[src/rtl/mem_bridge.sv]
// rtl/mem_bridge.sv - control-unit memory strobes to word-wide valid/grant/rvalid bus bridge
//
// Purpose:
//   Turns one mem_rden/mem_wren request from the core control unit into a
//   single transaction on a word-wide request/grant/rvalid bus. Store data is
//   lane-replicated with byte enables, load data is shifted and sign/zero
//   extended, misaligned or contradictory requests and stalled bus cycles are
//   reported as a one-cycle fault pulse. Completion is a one-cycle rsp_valid.
//
// Ports:
//   clk, rst       clock, synchronous active-high reset
//   req_rd/req_wr  read / write strobes, held by control until rsp_valid
//   req_fetch      read is an instruction fetch (word, funct3 ignored)
//   req_addr       byte address
//   req_wdata      right-justified store data
//   req_funct3     access size/sign (LB LH LW LBU LHU / SB SH SW)
//   busy           transaction in flight
//   rsp_valid      one-cycle completion pulse
//   rsp_rdata      extended load/fetch data, held until the next read response
//   fault          one-cycle pulse: misaligned, rd&wr, or bus timeout
//   bus_req/bus_we/bus_addr/bus_be/bus_wdata   bus request, held until bus_gnt
//   bus_gnt        request accepted this cycle
//   bus_rvalid     read data valid (any cycle after the grant)
//   bus_rdata      raw read word

module mem_bridge #(
    parameter int XLEN        = 32,
    parameter int ADDR_W      = 32,
    parameter int TIMEOUT_CYC = 64
) (
    input  logic              clk,
    input  logic              rst,
    input  logic              req_rd,
    input  logic              req_wr,
    input  logic              req_fetch,
    input  logic [ADDR_W-1:0] req_addr,
    input  logic [XLEN-1:0]   req_wdata,
    input  logic [2:0]        req_funct3,
    output logic              busy,
    output logic              rsp_valid,
    output logic [XLEN-1:0]   rsp_rdata,
    output logic              fault,
    output logic              bus_req,
    output logic              bus_we,
    output logic [ADDR_W-1:0] bus_addr,
    output logic [3:0]        bus_be,
    output logic [XLEN-1:0]   bus_wdata,
    input  logic              bus_gnt,
    input  logic              bus_rvalid,
    input  logic [XLEN-1:0]   bus_rdata
);

    // The timeout counter only needs to reach TIMEOUT_CYC; with TIMEOUT_CYC=0
    // the check is disabled and a 1-bit counter just wraps harmlessly.
    localparam int               CNT_W    = (TIMEOUT_CYC > 0) ? $clog2(TIMEOUT_CYC + 1) : 1;
    localparam logic [CNT_W-1:0] TO_LIMIT = CNT_W'(TIMEOUT_CYC);
    localparam bit               TO_EN    = (TIMEOUT_CYC > 0);

    typedef enum logic [1:0] {
        ST_IDLE = 2'd0,
        ST_REQ  = 2'd1,
        ST_RESP = 2'd2
    } state_t;

    typedef enum logic [1:0] {
        SZ_BYTE = 2'd0,
        SZ_HALF = 2'd1,
        SZ_WORD = 2'd2
    } size_t;

    // Registered state and outputs
    state_t            r_state;
    logic              r_busy;
    logic              r_rsp_valid;
    logic [XLEN-1:0]   r_rsp_rdata;
    logic              r_fault;
    logic              r_bus_req;
    logic              r_bus_we;
    logic [ADDR_W-1:0] r_bus_addr;
    logic [3:0]        r_bus_be;
    logic [XLEN-1:0]   r_bus_wdata;
    logic [CNT_W-1:0]  r_cnt;
    // Latched load shaping info, consumed when read data returns
    logic [1:0]        r_off;
    size_t             r_ld_size;
    logic              r_ld_sign;

    // Next-state values
    state_t            w_state_nxt;
    logic              w_rsp_valid_nxt;
    logic [XLEN-1:0]   w_rsp_rdata_nxt;
    logic              w_fault_nxt;
    logic              w_bus_req_nxt;
    logic              w_bus_we_nxt;
    logic [ADDR_W-1:0] w_bus_addr_nxt;
    logic [3:0]        w_bus_be_nxt;
    logic [XLEN-1:0]   w_bus_wdata_nxt;
    logic [CNT_W-1:0]  w_cnt_nxt;
    logic [1:0]        w_off_nxt;
    size_t             w_ld_size_nxt;
    logic              w_ld_sign_nxt;

    // Request decode
    size_t             w_in_size;
    logic [1:0]        w_in_off;
    logic              w_misalign;
    logic [3:0]        w_in_be;
    logic [XLEN-1:0]   w_in_wdata;

    // Response shaping and timeout
    logic [XLEN-1:0]   w_rd_shift;
    logic [XLEN-1:0]   w_ld_ext;
    logic [CNT_W-1:0]  w_cnt_inc;
    logic              w_timeout;

    assign busy      = r_busy;
    assign rsp_valid = r_rsp_valid;
    assign rsp_rdata = r_rsp_rdata;
    assign fault     = r_fault;
    assign bus_req   = r_bus_req;
    assign bus_we    = r_bus_we;
    assign bus_addr  = r_bus_addr;
    assign bus_be    = r_bus_be;
    assign bus_wdata = r_bus_wdata;

    // Access size: fetches are always words; otherwise funct3[1:0] selects
    // B/H/W and any undefined encoding falls back to a word access.
    always_comb begin
        w_in_off  = req_addr[1:0];
        w_in_size = SZ_WORD;
        if (!(req_rd && req_fetch)) begin
            case (req_funct3[1:0])
                2'b00:   w_in_size = SZ_BYTE;
                2'b01:   w_in_size = SZ_HALF;
                default: w_in_size = SZ_WORD;
            endcase
        end

        w_misalign = ((w_in_size == SZ_HALF) && req_addr[0]) ||
                     ((w_in_size == SZ_WORD) && (req_addr[1:0] != 2'b00));

        // Data is replicated across all lanes so the enabled lanes always
        // see the right bytes regardless of offset.
        case (w_in_size)
            SZ_BYTE: begin
                w_in_be    = 4'b0001 << w_in_off;
                w_in_wdata = {4{req_wdata[7:0]}};
            end
            SZ_HALF: begin
                w_in_be    = 4'b0011 << w_in_off;
                w_in_wdata = {2{req_wdata[15:0]}};
            end
            default: begin
                w_in_be    = 4'b1111;
                w_in_wdata = req_wdata;
            end
        endcase
    end

    // Load extraction from the raw bus word using the latched offset/size.
    always_comb begin
        w_rd_shift = bus_rdata >> {r_off, 3'b000};
        case (r_ld_size)
            SZ_BYTE: w_ld_ext = {{(XLEN-8){r_ld_sign & w_rd_shift[7]}}, w_rd_shift[7:0]};
            SZ_HALF: w_ld_ext = {{(XLEN-16){r_ld_sign & w_rd_shift[15]}}, w_rd_shift[15:0]};
            default: w_ld_ext = bus_rdata;
        endcase
    end

    // Counter value after this cycle; hitting the limit aborts the access.
    assign w_cnt_inc = r_cnt + 1'b1;
    assign w_timeout = TO_EN && (w_cnt_inc == TO_LIMIT);

    always_comb begin
        w_state_nxt     = r_state;
        w_rsp_valid_nxt = 1'b0;
        w_rsp_rdata_nxt = r_rsp_rdata;
        w_fault_nxt     = 1'b0;
        w_bus_req_nxt   = r_bus_req;
        w_bus_we_nxt    = r_bus_we;
        w_bus_addr_nxt  = r_bus_addr;
        w_bus_be_nxt    = r_bus_be;
        w_bus_wdata_nxt = r_bus_wdata;
        w_cnt_nxt       = '0;
        w_off_nxt       = r_off;
        w_ld_size_nxt   = r_ld_size;
        w_ld_sign_nxt   = r_ld_sign;

        case (r_state)
            ST_IDLE: begin
                if (req_rd || req_wr) begin
                    if ((req_rd && req_wr) || w_misalign) begin
                        // Rejected without touching the bus.
                        w_fault_nxt = 1'b1;
                    end else begin
                        w_state_nxt     = ST_REQ;
                        w_bus_req_nxt   = 1'b1;
                        w_bus_we_nxt    = req_wr;
                        w_bus_addr_nxt  = {req_addr[ADDR_W-1:2], 2'b00};
                        w_bus_be_nxt    = req_wr ? w_in_be : 4'b1111;
                        w_bus_wdata_nxt = w_in_wdata;
                        w_off_nxt       = w_in_off;
                        w_ld_size_nxt   = w_in_size;
                        w_ld_sign_nxt   = ~req_funct3[2];
                    end
                end
            end
            ST_REQ: begin
                // A grant in the same cycle as the timeout still completes.
                if (bus_gnt) begin
                    w_bus_req_nxt = 1'b0;
                    if (r_bus_we) begin
                        w_rsp_valid_nxt = 1'b1;
                        w_state_nxt     = ST_IDLE;
                    end else begin
                        w_state_nxt = ST_RESP;
                        w_cnt_nxt   = w_cnt_inc;
                    end
                end else if (w_timeout) begin
                    w_fault_nxt   = 1'b1;
                    w_bus_req_nxt = 1'b0;
                    w_state_nxt   = ST_IDLE;
                end else begin
                    w_cnt_nxt = w_cnt_inc;
                end
            end
            ST_RESP: begin
                if (bus_rvalid) begin
                    w_rsp_rdata_nxt = w_ld_ext;
                    w_rsp_valid_nxt = 1'b1;
                    w_state_nxt     = ST_IDLE;
                end else if (w_timeout) begin
                    w_fault_nxt = 1'b1;
                    w_state_nxt = ST_IDLE;
                end else begin
                    w_cnt_nxt = w_cnt_inc;
                end
            end
            default: begin
                w_state_nxt   = ST_IDLE;
                w_bus_req_nxt = 1'b0;
            end
        endcase
    end

    always_ff @(posedge clk) begin
        if (rst) begin
            r_state     <= ST_IDLE;
            r_busy      <= 1'b0;
            r_rsp_valid <= 1'b0;
            r_rsp_rdata <= '0;
            r_fault     <= 1'b0;
            r_bus_req   <= 1'b0;
            r_bus_we    <= 1'b0;
            r_bus_addr  <= '0;
            r_bus_be    <= 4'b0000;
            r_bus_wdata <= '0;
            r_cnt       <= '0;
            r_off       <= 2'b00;
            r_ld_size   <= SZ_WORD;
            r_ld_sign   <= 1'b0;
        end else begin
            r_state     <= w_state_nxt;
            r_busy      <= (w_state_nxt != ST_IDLE);
            r_rsp_valid <= w_rsp_valid_nxt;
            r_rsp_rdata <= w_rsp_rdata_nxt;
            r_fault     <= w_fault_nxt;
            r_bus_req   <= w_bus_req_nxt;
            r_bus_we    <= w_bus_we_nxt;
            r_bus_addr  <= w_bus_addr_nxt;
            r_bus_be    <= w_bus_be_nxt;
            r_bus_wdata <= w_bus_wdata_nxt;
            r_cnt       <= w_cnt_nxt;
            r_off       <= w_off_nxt;
            r_ld_size   <= w_ld_size_nxt;
            r_ld_sign   <= w_ld_sign_nxt;
        end
    end

endmodule
[config.mk]
export PLATFORM = sky130hd
export DESIGN_NAME = mem_bridge
export DESIGN_NICKNAME = d
export VERILOG_FILES = /design/src/rtl/mem_bridge.sv
export SDC_FILE = /design/constraint.sdc
export NUM_CORES = 1
export LEC_CHECK = 0
export CORE_MARGIN = 2
export CORE_UTILIZATION = 40
export CTS_CLUSTER_SIZE = 16
export DETAILED_ROUTE_END_ITERATION = 7
export PLACE_DENSITY = 0.77
export SETUP_SLACK_MARGIN = 0.4
export SLEW_MARGIN = 20
export SYNTH_ARGS = -nofsm -noshare
export SYNTH_HDL_FRONTEND = slang
export SYNTH_SLANG_ARGS = --single-unit
[constraint.sdc]
create_clock -name clk -period 2.6 [get_ports clk]
set_input_delay 0.52 -clock clk [delete_from_list [all_inputs] [get_ports clk]]
set_output_delay 0.52 -clock clk [all_outputs]
set_load 0.03 [all_outputs]
* Word-level counts from Yosys, hierarchy flattened *
Index checks and enable logic that the tools add are counted.

operators by class
  muxes and demuxes = 33
  shift operators = 3
  reductions and logical operators = 16
  bitwise gates (word level) = 5
  add/subtract/negate cells = 1
  eq/ne operators = 10

operators with widths
  cell                                                                number
  32-bit case mux with 2 select lines                                 2
  32-bit by 5-bit right shift with 16-bit output                      1
  7-bit 2-to-1 mux                                                    4
  2-bit 2-to-1 mux                                                    7
  7-bit case mux with 2 select lines                                  1
  1-bit 2-to-1 mux                                                    12
  2-bit by 1-bit == test with 1-bit output (second input constant)    4
  2-bit zero test                                                     4
  4-bit case mux with 2 select lines                                  1
  7-bit by 1-bit adder with 7-bit output (second input constant)      1
  7-bit == test (second input constant)                               1
  1-bit case mux with 3 select lines                                  2
  2-bit case mux with 3 select lines                                  1
  2-bit == test (second input constant)                               2
  1-bit logical AND                                                   4
  4-bit 2-to-1 mux                                                    1
  2-bit inequality test (second input constant)                       2
  2-bit case mux with 2 select lines                                  1
  4-bit AND reduction                                                 1
  2-bit nonzero test                                                  2
  1-bit by 2-bit left shift with 4-bit output (first input constant)  1
  2-bit by 2-bit left shift with 4-bit output (first input constant)  1
  1-bit logical OR                                                    3
  3-bit inequality test (second input constant)                       1
  other kinds (5)                                                     8

storage, ports and cells
  flip-flop bits (word level) = 117
  input port bits = 106
  output and inout bits = 105
  logic and storage cells = 82

* Depth between registers and ports, before layout *
  depth in word-level cells = 11
  mapped depth = 10
  gate-level depth less buffers = 7

* Worst setup path after synthesis *
Ideal clock, no wire load.

  path kind = input to register
  from = input port req_rd
  to = register r_bus_wdata[12], in the netlist bus_wdata[12]
  required time = 2511 ps
  library setup time = 89 ps
  cell stages on the path = 9
  buffers on the path = 4
  slack = 554 ps
  arrival time = 1957 ps
  path through = buf_2 -> a211o_1 -> buf_6 -> a22oi_4 -> and3_1 -> buf_4 -> buf_6 -> nor2_1 -> a311oi_2

between the ends
  cells in the longest elaborated chain, start to end = 8
  elaborated cells between the ends (all ways) = 14

RTL lines
  item                                                                       line           RTL
  from (decl)                                                                33             input logic req_rd,
  1-bit logical AND                                                          131            if (!(req_rd && req_fetch)) begin
  2-bit 2-to-1 mux                                                           131
  2-bit by 1-bit == test with 1-bit output or 2-bit == test (tied branches)  139, 144, 140
  1-bit logical AND (on tied branches)                                       139, 140
  1-bit logical OR                                                           139            w_misalign = ((w_in_size == SZ_HALF) && req_addr[0]) ||
  1-bit logical OR                                                           192            if ((req_rd && req_wr) || w_misalign) begin
  1-bit NOT (no line)                                                        --
  3-bit AND reduction (no line)                                              --
  to (signal assigned)                                                       272            r_bus_wdata <= w_bus_wdata_nxt;
  to (decl)                                                                  81             logic [XLEN-1:0] r_bus_wdata;

Parallel ways exist; a longest one is shown, timed or not.
A chain may end at the register's enable or synchronous reset.

* Final worst setup path *
  from = register r_bus_we, in the netlist bus_we
  to = output port bus_we

RTL lines
  item                    line  RTL
  from (decl)             78    logic r_bus_we;
  from (signal assigned)  269   r_bus_we <= w_bus_we_nxt;
  to (decl)               44    output logic bus_we,

No word-level cell between the ends.

==> flow_metrics.env <==
export IMPL_outcome="complete, no violations"
export IMPL_synth_edff_count=0
export IMPL_slew_limit_headroom=0.616
export IMPL_design_area_um2=8240
export IMPL_die_area_um2=14500
export IMPL_grt_total_usage=0.224
export IMPL_muxShareOfSynthArea=0.0562
export IMPL_holdBufCountCts=0
export IMPL_clk_pin_slew_ns=0.05
export IMPL_vias_in_the_first_global_route=5054
export IMPL_multi_input_area_um2=2820
export IMPL_final_antenna_net_count=0
export IMPL_grt_antenna_before_repair=0
export IMPL_die_h_um=121
export IMPL_synth_cell_area_um2=5430
export IMPL_critical_path_reg2reg_startpoint="r_off[0]"
export IMPL_ys_ff_latch=117
export IMPL_routed_via_density=5.13
export IMPL_p_leak_nw=2.93
export IMPL_power_share_clock=0.400
export IMPL_clock_fmax_mhz=483
export IMPL_reg2reg_slack_ns=0.62
export IMPL_syn2layout_area_growth_pct=51.7
export IMPL_drt_first_iter_violations=418
export IMPL_route_vias_total=5371
export IMPL_row_count=42
export IMPL_io_pins=211
export IMPL_final_cell_count_no_fill=1047
export IMPL_initial_utilization=0.410
export IMPL_placed_cells_incl_taps=1018
export IMPL_synth_compound_gate_area_share=0.229
export IMPL_critical_path_startpoint_type="register"
export IMPL_criticalPathCategory="reg2out"
export IMPL_reg2reg_to="rsp_rdata[29]"
export IMPL_maxSlewViolCount=0
export IMPL_grt_ovfl_total=0
export IMPL_clock_tree_buffer_depth=2
export IMPL_finish_utilization=0.622
export IMPL_synth_top_area_frac=0.431
export IMPL_die_width_um=121
export IMPL_p_sw_frac=0.286
export IMPL_power_switching_mw=1.55
export IMPL_syn_inst=663
export IMPL_detail_route_wirelength_mm=16.2
export IMPL_report_final_hold_viol_count=0
export IMPL_worst_path_stages=1
export IMPL_cts_made_buffers=17
export IMPL_setup_worst_path_end="bus_we"
export IMPL_fraction_of_final_layout_cells_with_drive_strength_greater_than_1=0.0861
export IMPL_global_route_wire_length_before_repair_mm=25.5
export IMPL_dpl_hpwl_mm=11.4
export IMPL_synth_async_reset_ratio=0
export IMPL_path_buf_inv=1
export IMPL_post_route_min_period_ns=2.07
export IMPL_ff_latch_area_um2=2340
export IMPL_clkSinkCount=117
export IMPL_power_internal_mw=3.87
export IMPL_setup_violations=0
export IMPL_peak_supply_drop_v=0.000478
export IMPL_critical_path_launch_point="bus_we"
export IMPL_pwr_share_seq=0.370
export IMPL_main_combinational_cell_family_by_area_after_synthesis="compound AO/OA/AOI/OAI gates"
export IMPL_fillCellCount=1197
export IMPL_coreArea_um2=13200
export IMPL_portBuffers=208
export IMPL_final_setup_tns_ns=0
export IMPL_dpl_cell_area_um2=7680
export IMPL_maxCapViolCount=0
export IMPL_clock_insertion_delay_worst_skew_ns=0.42
export IMPL_postSynthAreaPerCell_um2=8.19
export IMPL_synth_xor_area_share=0.00968
export IMPL_clock_tree_from_tritoncts="built"
export IMPL_data_arrival_time_of_the_critical_path_ns=1.55
export IMPL_drtPass1Iterations=6
export IMPL_cts_setup_buffers=0
export IMPL_synth_cell_types=48
export IMPL_wl_per_cell_um=15.5
export IMPL_maximum_fanout_along_the_worst_path=6
export IMPL_unrepaired_setup_endpoints_after_global_routing="no"
export IMPL_critPathCaptureType="primary output"
export IMPL_drc_errors=0
export IMPL_worst_margin_slew_ns=0.575
export IMPL_power_frac_comb=0.230
export IMPL_pin_count_of_the_biggest_net_entering_global_routing=60
export IMPL_worst_path_largest_cell_delay_ns=0.71
export IMPL_cts_max_level=4
export IMPL_worstPathRequired_ns=2.08
export IMPL_synth_yosys_seq_area_share=0.431
export IMPL_synth_top_cells_by_area="sky130_fd_sc_hd__dfxtp_1, sky130_fd_sc_hd__nand2_1, sky130_fd_sc_hd__a21oi_1"
export IMPL_crit_chain="clkdlybuf4s50_1"
export IMPL_clock_skew_ns=0.00629
export IMPL_worstRegToRegCells=5
export IMPL_synth_simple_area_share=0.203
export IMPL_cts_root_buffer="sky130_fd_sc_hd__clkbuf_16"
export IMPL_crit_path_top_delay_cell="sky130_fd_sc_hd__clkdlybuf4s50_1"
export IMPL_design_final_nets=973
export IMPL_path_delay_family="buffers and inverters"
export IMPL_gp_congestion=0.832
export IMPL_synth_yosys_warnings=0
export IMPL_synthAdderAreaFrac=0.0157
export IMPL_synthDominantAreaCellType="sky130_fd_sc_hd__dfxtp_1"
export IMPL_ys_flop_type="sky130_fd_sc_hd__dfxtp_1"
export IMPL_antenna_diode_count=0
export IMPL_power_density_nw_per_um2=657
export IMPL_worst_hold_path_type="reg2reg"
export IMPL_period_share=0.797
cells in the final DEF (no fill, tap or decap), drive strengths merged, types with 2 or more instances in the layout:
cell	n
a211o	2
a211oi	28
a21o	4
a21oi	69
a22oi	8
a311oi	17
a31oi	3
and2	2
and3	4
buf	23
clkbuf	24
clkdlybuf4s50	207
clkinv	4
conb	2
dfxtp	117
ha	6
inv	7
mux2i	26
mux4	2
nand2	171
nand2b	5
nand3	9
nor2	67
nor2b	4
nor3	4
nor3b	3
o211ai	11
o21ai	13
o221ai	7
o22ai	3
xnor2	3
xor2	3
Yosys cell counts, types with 2 or more instances:
cell type / instances
sky130_fd_sc_hd__and2_1: 2
sky130_fd_sc_hd__mux2i_1: 26
sky130_fd_sc_hd__xnor2_1: 3
sky130_fd_sc_hd__nor2_1: 67
sky130_fd_sc_hd__buf_4: 6
sky130_fd_sc_hd__a31oi_1: 3
sky130_fd_sc_hd__dfxtp_1: 117
sky130_fd_sc_hd__a21oi_2: 2
sky130_fd_sc_hd__buf_2: 9
sky130_fd_sc_hd__o221ai_1: 7
sky130_fd_sc_hd__a21oi_1: 67
sky130_fd_sc_hd__and3_1: 4
sky130_fd_sc_hd__mux4_2: 2
sky130_fd_sc_hd__xor2_1: 3
sky130_fd_sc_hd__inv_1: 7
sky130_fd_sc_hd__nand2_1: 171
sky130_fd_sc_hd__nand2b_1: 5
sky130_fd_sc_hd__ha_1: 6
sky130_fd_sc_hd__a21o_1: 4
sky130_fd_sc_hd__nor3b_1: 3
sky130_fd_sc_hd__o211ai_1: 11
sky130_fd_sc_hd__a211o_1: 2
sky130_fd_sc_hd__clkbuf_1: 31
sky130_fd_sc_hd__nor2b_1: 4
sky130_fd_sc_hd__o21ai_0: 13
sky130_fd_sc_hd__a211oi_1: 28
sky130_fd_sc_hd__a311oi_2: 16
sky130_fd_sc_hd__o22ai_1: 3
sky130_fd_sc_hd__nor3_1: 4
sky130_fd_sc_hd__a22oi_1: 7
sky130_fd_sc_hd__buf_6: 5
sky130_fd_sc_hd__nand3_1: 9
layout make-up:
class	count	share of cell area
clock buffer	24	0.0597
clock inverter	5	0.00608
inverter	7	0.00319
multi-input combinational	488	0.343
sequential	117	0.284
tap	176	0.0267
timing repair buffer	230	0.277
state kept, by name, indices dropped and copies added, names as in the netlist, 2 cells and up:
| name | cells |
|---|---|
| r_off | 2 |
| rsp_rdata | 32 |
| r_state | 2 |
| r_cnt | 7 |
| bus_be | 4 |
| bus_wdata | 32 |
| r_ld_size | 2 |
| bus_addr | 30 |
how the worst min path moves through the flow:
| stage | cells past startpoint | slack (ns) | start | endpoint |
|---|---|---|---|---|
| global placement | 2 | 0.44 | rsp_rdata[3] | rsp_rdata[3] |
| global route | 2 | 0.47 | bus_addr[4] | bus_addr[4] |
| finish | 2 | 0.45 | rsp_rdata[3] | rsp_rdata[3] |
| detailed placement | 2 | 0.45 | bus_addr[3] | bus_addr[3] |
| CTS | 2 | 0.45 | bus_addr[3] | bus_addr[3] |
| floorplan | 2 | 0.45 | r_ld_size[0] | r_ld_size[0] |
routing by layer:
| layer | share of wire | vias up | GRT usage | wire length (µm) |
|---|---|---|---|---|
| li1 | - | 2690 | - | - |
| met1 | 0.42 | 2472 | 0.272 | 6830 |
| met2 | 0.48 | 185 | 0.358 | 7790 |
| met3 | 0.079 | 24 | 0.0868 | 1280 |
| met4 | 0.020 | 0 | 0.0894 | 329 |
| met5 | 0 | - | 0 | 0 |
cells by family after synthesis:
family	count (synthesis)
AND/OR/NAND/NOR	273
adder cells (fa/ha/maj)	7
other	1
buffers and inverters	59
multiplexers	28
AO/OA/AOI/OAI	172
XOR/XNOR	6
flip-flops	117
power by group through the flow:
stage	Clock [mW]	Combinational [mW]	Sequential, mW
after floorplan	0	0.497	2.24
after global placement	0	1.24	2.03
after detailed placement	0	1.24	2.03
after CTS	2.21	1.25	2.00
after global routing	2.29	1.35	2.01
final	2.16	1.25	2.00
through the flow:
step	setup WS [ns]	hold slack, ns	total power, mW
after global placement	0.0489	0.439	3.27
after detailed placement	-0.0374	0.447	3.28
after CTS	0.519	0.453	5.46
after floorplan	0.554	0.450	2.74
final	0.528	0.451	5.41
after global routing	0.467	0.468	5.65
timing repair:
action                     in CTS  in global routing
setup endpoints to repair      16                  2
resized for setup               1                  2
pin swaps                       0                  0
Power figures use the tool's default switching activity.
